--- src/rtl/alu_reg_sequencer.sv ---
// ---------------------------------------------------------------------------
// alu_reg_sequencer
//
// Operand fetch / writeback stage wrapped around an external 8-bit
// combinational ALU. Owns a small register file, accepts one command at a
// time, presents registered operands and opcode to the ALU, captures the
// ALU result and flags one cycle later, optionally writes the result back
// and returns it on a valid/ready response port.
//
// Ports
//   clk_i, rst_ni          clock (rising edge), async active-low reset
//   cmd_valid_i/ready_o    command handshake
//   cmd_op_i               ALU opcode
//   cmd_load_i             load cmd_imm_i into rd, bypassing the ALU
//   cmd_use_imm_i          operand B from cmd_imm_i instead of rs2
//   cmd_rd_i/rs1_i/rs2_i   destination / source register indices
//   cmd_imm_i              immediate byte
//   cmd_wb_en_i            write the result into rd
//   alu_a_o/b_o/op_o       registered operands and opcode to the ALU
//   alu_result_i/flags_i   ALU result and flags {V,C,N,Z}
//   rsp_valid_o/ready_i    response handshake
//   rsp_result_o/flags_o   captured result and flag register {V,C,N,Z}
//   op_count_o             completed response count, wraps
//
// state | meaning
// ------+---------------------------------------------------------------
// IDLE  | cmd_ready_o=1, waiting for a command
// EXEC  | operands stable on the ALU; result captured at end of cycle
// RESP  | rsp_valid_o=1, holding the response until rsp_ready_i
// ---------------------------------------------------------------------------
module alu_reg_sequencer #(
    parameter int NUM_REGS = 4,
    parameter int REG_AW   = 2,
    parameter int CNT_W    = 16
) (
    input  logic              clk_i,
    input  logic              rst_ni,

    input  logic              cmd_valid_i,
    output logic              cmd_ready_o,
    input  logic [2:0]        cmd_op_i,
    input  logic              cmd_load_i,
    input  logic              cmd_use_imm_i,
    input  logic [REG_AW-1:0] cmd_rd_i,
    input  logic [REG_AW-1:0] cmd_rs1_i,
    input  logic [REG_AW-1:0] cmd_rs2_i,
    input  logic [7:0]        cmd_imm_i,
    input  logic              cmd_wb_en_i,

    output logic [7:0]        alu_a_o,
    output logic [7:0]        alu_b_o,
    output logic [2:0]        alu_op_o,
    input  logic [7:0]        alu_result_i,
    input  logic [3:0]        alu_flags_i,

    output logic              rsp_valid_o,
    input  logic              rsp_ready_i,
    output logic [7:0]        rsp_result_o,
    output logic [3:0]        rsp_flags_o,
    output logic [CNT_W-1:0]  op_count_o
);

    typedef enum logic [1:0] {
        ST_IDLE = 2'd0,
        ST_EXEC = 2'd1,
        ST_RESP = 2'd2
    } state_t;

    state_t              state_q, state_d;

    logic [7:0]          regs_q [NUM_REGS];
    logic [7:0]          regs_d [NUM_REGS];

    logic [7:0]          alu_a_q, alu_a_d;
    logic [7:0]          alu_b_q, alu_b_d;
    logic [2:0]          alu_op_q, alu_op_d;

    // Command fields needed after acceptance
    logic [REG_AW-1:0]   rd_q, rd_d;
    logic                wb_en_q, wb_en_d;
    logic                load_q, load_d;
    logic [7:0]          imm_q, imm_d;

    logic [7:0]          rsp_result_q, rsp_result_d;
    logic [3:0]          rsp_flags_q, rsp_flags_d;
    logic                rsp_valid_q, rsp_valid_d;
    logic                cmd_ready_q, cmd_ready_d;
    logic [CNT_W-1:0]    op_count_q, op_count_d;

    logic [7:0]          wb_val;

    always_comb begin
        state_d      = state_q;
        regs_d       = regs_q;
        alu_a_d      = alu_a_q;
        alu_b_d      = alu_b_q;
        alu_op_d     = alu_op_q;
        rd_d         = rd_q;
        wb_en_d      = wb_en_q;
        load_d       = load_q;
        imm_d        = imm_q;
        rsp_result_d = rsp_result_q;
        rsp_flags_d  = rsp_flags_q;
        op_count_d   = op_count_q;
        wb_val       = load_q ? imm_q : alu_result_i;

        case (state_q)
            ST_IDLE: begin
                if (cmd_valid_i) begin
                    // Operands are snapshot here; no command is in flight,
                    // so the register file cannot change underneath them.
                    alu_a_d  = regs_q[cmd_rs1_i];
                    alu_b_d  = cmd_use_imm_i ? cmd_imm_i : regs_q[cmd_rs2_i];
                    alu_op_d = cmd_op_i;
                    rd_d     = cmd_rd_i;
                    wb_en_d  = cmd_wb_en_i;
                    load_d   = cmd_load_i;
                    imm_d    = cmd_imm_i;
                    state_d  = ST_EXEC;
                end
            end

            ST_EXEC: begin
                rsp_result_d = wb_val;
                // A load does not touch the flag register.
                if (!load_q) begin
                    rsp_flags_d = alu_flags_i;
                end
                if (wb_en_q) begin
                    regs_d[rd_q] = wb_val;
                end
                state_d = ST_RESP;
            end

            ST_RESP: begin
                if (rsp_ready_i) begin
                    op_count_d = op_count_q + CNT_W'(1);
                    state_d    = ST_IDLE;
                end
            end

            default: begin
                state_d = ST_IDLE;
            end
        endcase

        // Handshake outputs are registered, derived from the next state.
        cmd_ready_d = (state_d == ST_IDLE);
        rsp_valid_d = (state_d == ST_RESP);
    end

    always_ff @(posedge clk_i or negedge rst_ni) begin
        if (!rst_ni) begin
            state_q      <= ST_IDLE;
            for (int i = 0; i < NUM_REGS; i++) begin
                regs_q[i] <= '0;
            end
            alu_a_q      <= '0;
            alu_b_q      <= '0;
            alu_op_q     <= '0;
            rd_q         <= '0;
            wb_en_q      <= 1'b0;
            load_q       <= 1'b0;
            imm_q        <= '0;
            rsp_result_q <= '0;
            rsp_flags_q  <= '0;
            rsp_valid_q  <= 1'b0;
            cmd_ready_q  <= 1'b1;
            op_count_q   <= '0;
        end else begin
            state_q      <= state_d;
            regs_q       <= regs_d;
            alu_a_q      <= alu_a_d;
            alu_b_q      <= alu_b_d;
            alu_op_q     <= alu_op_d;
            rd_q         <= rd_d;
            wb_en_q      <= wb_en_d;
            load_q       <= load_d;
            imm_q        <= imm_d;
            rsp_result_q <= rsp_result_d;
            rsp_flags_q  <= rsp_flags_d;
            rsp_valid_q  <= rsp_valid_d;
            cmd_ready_q  <= cmd_ready_d;
            op_count_q   <= op_count_d;
        end
    end

    assign cmd_ready_o  = cmd_ready_q;
    assign alu_a_o      = alu_a_q;
    assign alu_b_o      = alu_b_q;
    assign alu_op_o     = alu_op_q;
    assign rsp_valid_o  = rsp_valid_q;
    assign rsp_result_o = rsp_result_q;
    assign rsp_flags_o  = rsp_flags_q;
    assign op_count_o   = op_count_q;

endmodule

--- config.mk ---
export PLATFORM = sky130hd
export DESIGN_NAME = alu_reg_sequencer
export DESIGN_NICKNAME = d
export VERILOG_FILES = /design/src/rtl/alu_reg_sequencer.sv
export SDC_FILE = /design/constraint.sdc
export NUM_CORES = 1
export LEC_CHECK = 0
export BUFFER_PORTS_ARGS = -buffer_cell sky130_fd_sc_hd__buf_4
export CAP_MARGIN = 30
export CORE_MARGIN = 8
export CORE_UTILIZATION = 54
export DETAILED_ROUTE_END_ITERATION = 10
export PLACE_DENSITY = 0.76
export SLEW_MARGIN = 10
export SYNTH_ARGS = -nofsm -noshare
export SYNTH_HDL_FRONTEND = slang
export SYNTH_SLANG_ARGS = --single-unit
--- constraint.sdc ---
create_clock -name clk_i -period 1.9 [get_ports clk_i]
set_clock_uncertainty 0.2 [all_clocks]
set_input_delay 0.19 -clock clk_i [delete_from_list [all_inputs] [get_ports clk_i]]
set_output_delay 0.19 -clock clk_i [all_outputs]
set_load 0.03 [all_outputs]
==> impl_metrics.py <==
metrics = {
    "layout": {
        "layout.cells.most_common_list": "97 x buf_4, 94 x dfrtp_1, 29 x nor2_1",
        "layout.cells.most_common": "buf_4",
        "layout.cells.non_filler": 542,
        "multi_input_comb_area_mm2": 0.001648,
        "layout.area.seq_mm2": 0.002379,
        "fillerInstances": 528,
        "antennaDiodeCount": 0,
        "layout-drive-gt1-share_pct": 37.05,
        "fin_nets": 472,
        "flow.area_growth_from_synthesis_pct": 29.96,
    },
    "yosys": {
        "synthesis.yosys.warnings": 0,
        "post_synth_num_cell_types": 32,
        "postSynthCellCount": 321,
        "post_synthesis_sequential_area_ratio_pct": 57.76,
        "netlist_area_mm2": 0.004118,
        "syn-num-nets": 358,
        "synth.ff_latch_count": 95,
        "synthesis.area_per_instance_um2": 12.83,
    },
    "grt": {
        "grt_start_max_net_pins": 96,
        "grt_remaining_overflow": 0,
        "first_global_vias": 2989,
        "global_route_wire_length_before_repair_um": 15060,
        "grt_antenna_before_repair": 0,
        "grt_usage_pct": 18.81,
    },
    "routing": {
        "postRouteAntennaNets": 0,
        "drt-total-wl_um": 9406,
        "detail_route.vias_per_cell": 5.315,
        "detail_route.wl_per_cell_um": 17.35,
        "vias": 2881,
        "remaining_drc_errors": 0,
        "drt-initial-drc-count": 111,
        "drt_first_pass_iters": 4,
    },
    "critical_path": {
        "worst_ep_arrival_time_ns": 1.77,
        "cp-start-kind": "flop",
        "timing.critical_path.to_type": "flop",
        "critical_path_launch_point": "state_q[1]",
        "critical_path.reg2reg.startpoint": "state_q[1]",
        "required_ns": 1.94,
        "worst-path-max-fanout": 6,
        "setup.worst_path.class": "flop to flop",
    },
    "die": {
        "initial_core_util_pct": 54.41,
        "floorplan.core_area_mm2": 0.007567,
        "top_level_ports": 85,
        "die_area_mm2": 0.01068,
        "die_h_um": 103.3,
        "num_rows": 32,
        "chipWidth_um": 103.3,
    },
    "sta": {
        "grt_setup_unrepaired": "false",
        "slew_viol_final": 0,
        "worst_slew_margin_rel_pct": 65.71,
        "worstMarginPinSlew_ns": 0.5144,
        "final.setup.tns_ns": 0,
        "fin_worst_hold_slack_ns": 0.06679,
        "share_of_the_clock_period_used_by_the_worst_path_after_layout_pct": 90.85,
        "final.min_clock_period_ns": 1.726,
        "fmaxAchievable_ghz": 0.5793,
        "timing.final.hold_violations": 0,
        "finalSetupViolCount": 0,
    },
    "place": {
        "dpl.hpwl_um": 6593,
        "post-place-cells": 505,
        "final_weighted_congestion_in_routability_driven_placement": 0.7732,
        "place.port_buffers": 84,
    },
    "outcome": {
        "run_status": "finished, final reports clean",
    },
    "clock_network": {
        "clk-insertion-delay-late_ns": 0.36,
        "cts_max_path_buffers": 2,
        "cts-buffers-inserted": 9,
        "clk_root_buffer_cell": "clkbuf_8",
        "tritoncts": "built",
        "cts-resized-gates": 0,
        "cts_sinks": 95,
        "clock_transition_at_the_registers_of_the_reported_paths_ns": 0.08,
        "htreeDepth": 3,
    },
    "min_path": {
        "hold_class": "input port to flop",
        "timing.hold.worst.start": "cmd_use_imm_i",
    },
    "power": {
        "cellPowerDensity_mw_per_mm2": 1607,
        "peakVddDrop_mv": 0.7076,
        "leak_pwr_nw": 2.447,
    },
    "flow_run": {
        "timing.max_cap.violations": 0,
    },
}
synth_stat cells, drive strengths merged:
cell,instances,area (um^2)
clkbuf,2,7.510
a21oi,24,120.1
nand3,5,25.02
nand4b,1,8.760
nor3b,2,31.28
or2b,1,7.510
and4b,2,20.02
nand2b,1,6.260
nand4,4,25.02
dfrtp,94,2352
nor2,29,108.9
nor4b,1,23.77
inv,2,7.510
nand3b,1,7.510
buf,15,82.58
mux4,16,360.4
mux2i,16,160.2
and3,4,25.02
dfstp,1,26.28
xnor2,11,96.34
nor3,1,10.01
nand2,28,105.1
o21ai,26,130.1
xor2,4,35.03
ha,1,12.51
mux2,28,315.3
and2b,1,7.510
flip-flops by register name, indices dropped and copies added (netlist names), 2 cells and up:
register / cells
regs_q: 32
op_count_o: 16
alu_a_o: 8
alu_b_o: 8
imm_q: 8
rsp_result_o: 8
rsp_flags_o: 4
alu_op_o: 3
rd_q: 2
state_q: 2
final cells by class:
cell class,count,share of cell area [%]
sequential,95,44.45
clock inverter,6,1.567
timing repair buffer,120,18.28
tap,102,2.385
clock buffer,10,2.385
multi-input combinational,207,30.79
inverter,2,0.1403
metrics by stage:
step	setup slack, ns	instance area, um^2	utilization, %	power, mW
after global routing	0.04642	5351	70.72	9.099
after CTS	0.1423	5351	70.72	8.665
after detailed placement	0.1460	4930	65.15	7.187
final	0.1739	5351	70.72	8.597
after global placement	0.2217	4930	65.15	7.014
after floorplan	0.08755	4118	-	5.762
metal layers:
metal / track usage [%] / up-vias / wire [um]
met3: 3.949 / 5 / 730
met2: 30.07 / 76 / 4651
met1: 24.71 / 1438 / 3941
li1: - / 1362 / -
met4: 7.230 / 0 / 82
met5: 0 / - / 0
critical path, stage by stage (launching register included):
cell      delay (ns)
dfrtp_1         0.44
nand2b_1        0.25
nor2_1          0.34
mux2_2          0.38
worst paths after layout:
| check | depth (start not counted) | to | slack [ns] |
|---|---|---|---|
| min in group asynchronous | 3 | op_count_o[9] | 0.22 |
| setup / recovery | 3 | rsp_flags_o[1] | 0.17 |
| hold reg to reg | 1 | op_count_o[15] | 0.28 |
| max in group asynchronous | 3 | cmd_ready_o | 0.91 |
| setup reg to reg | 3 | rsp_flags_o[1] | 0.17 |
| hold / removal | 3 | alu_b_o[7] | 0.07 |
kinds of logic (layout without fill, tap and decap cells):
family,count (synthesis),after routing,share of synthesized area [%]
muxes,60,60,20.30
AOI/OAI and AO/OA,50,50,6.077
adders and majority gates,1,1,0.3038
buffers and inverters,19,138,2.370
DFF,95,95,57.76
and+or+nand+nor,81,81,9.997
xor gates and xnor gates,15,15,3.190
where the power goes:
part           total, mW  internal (mW)  switching [mW]
combinational       3.61           1.68            1.93
clock               1.42          0.740           0.682
sequential          3.56           2.90           0.667
what timing repair did:
item / in CTS / in global routing
endpoints found under the hold margin: 123 / 0
buffers inserted: 0 / 0
hold buffers: 21 / 0
No activity file was read; power rests on OpenSTA's default activity.
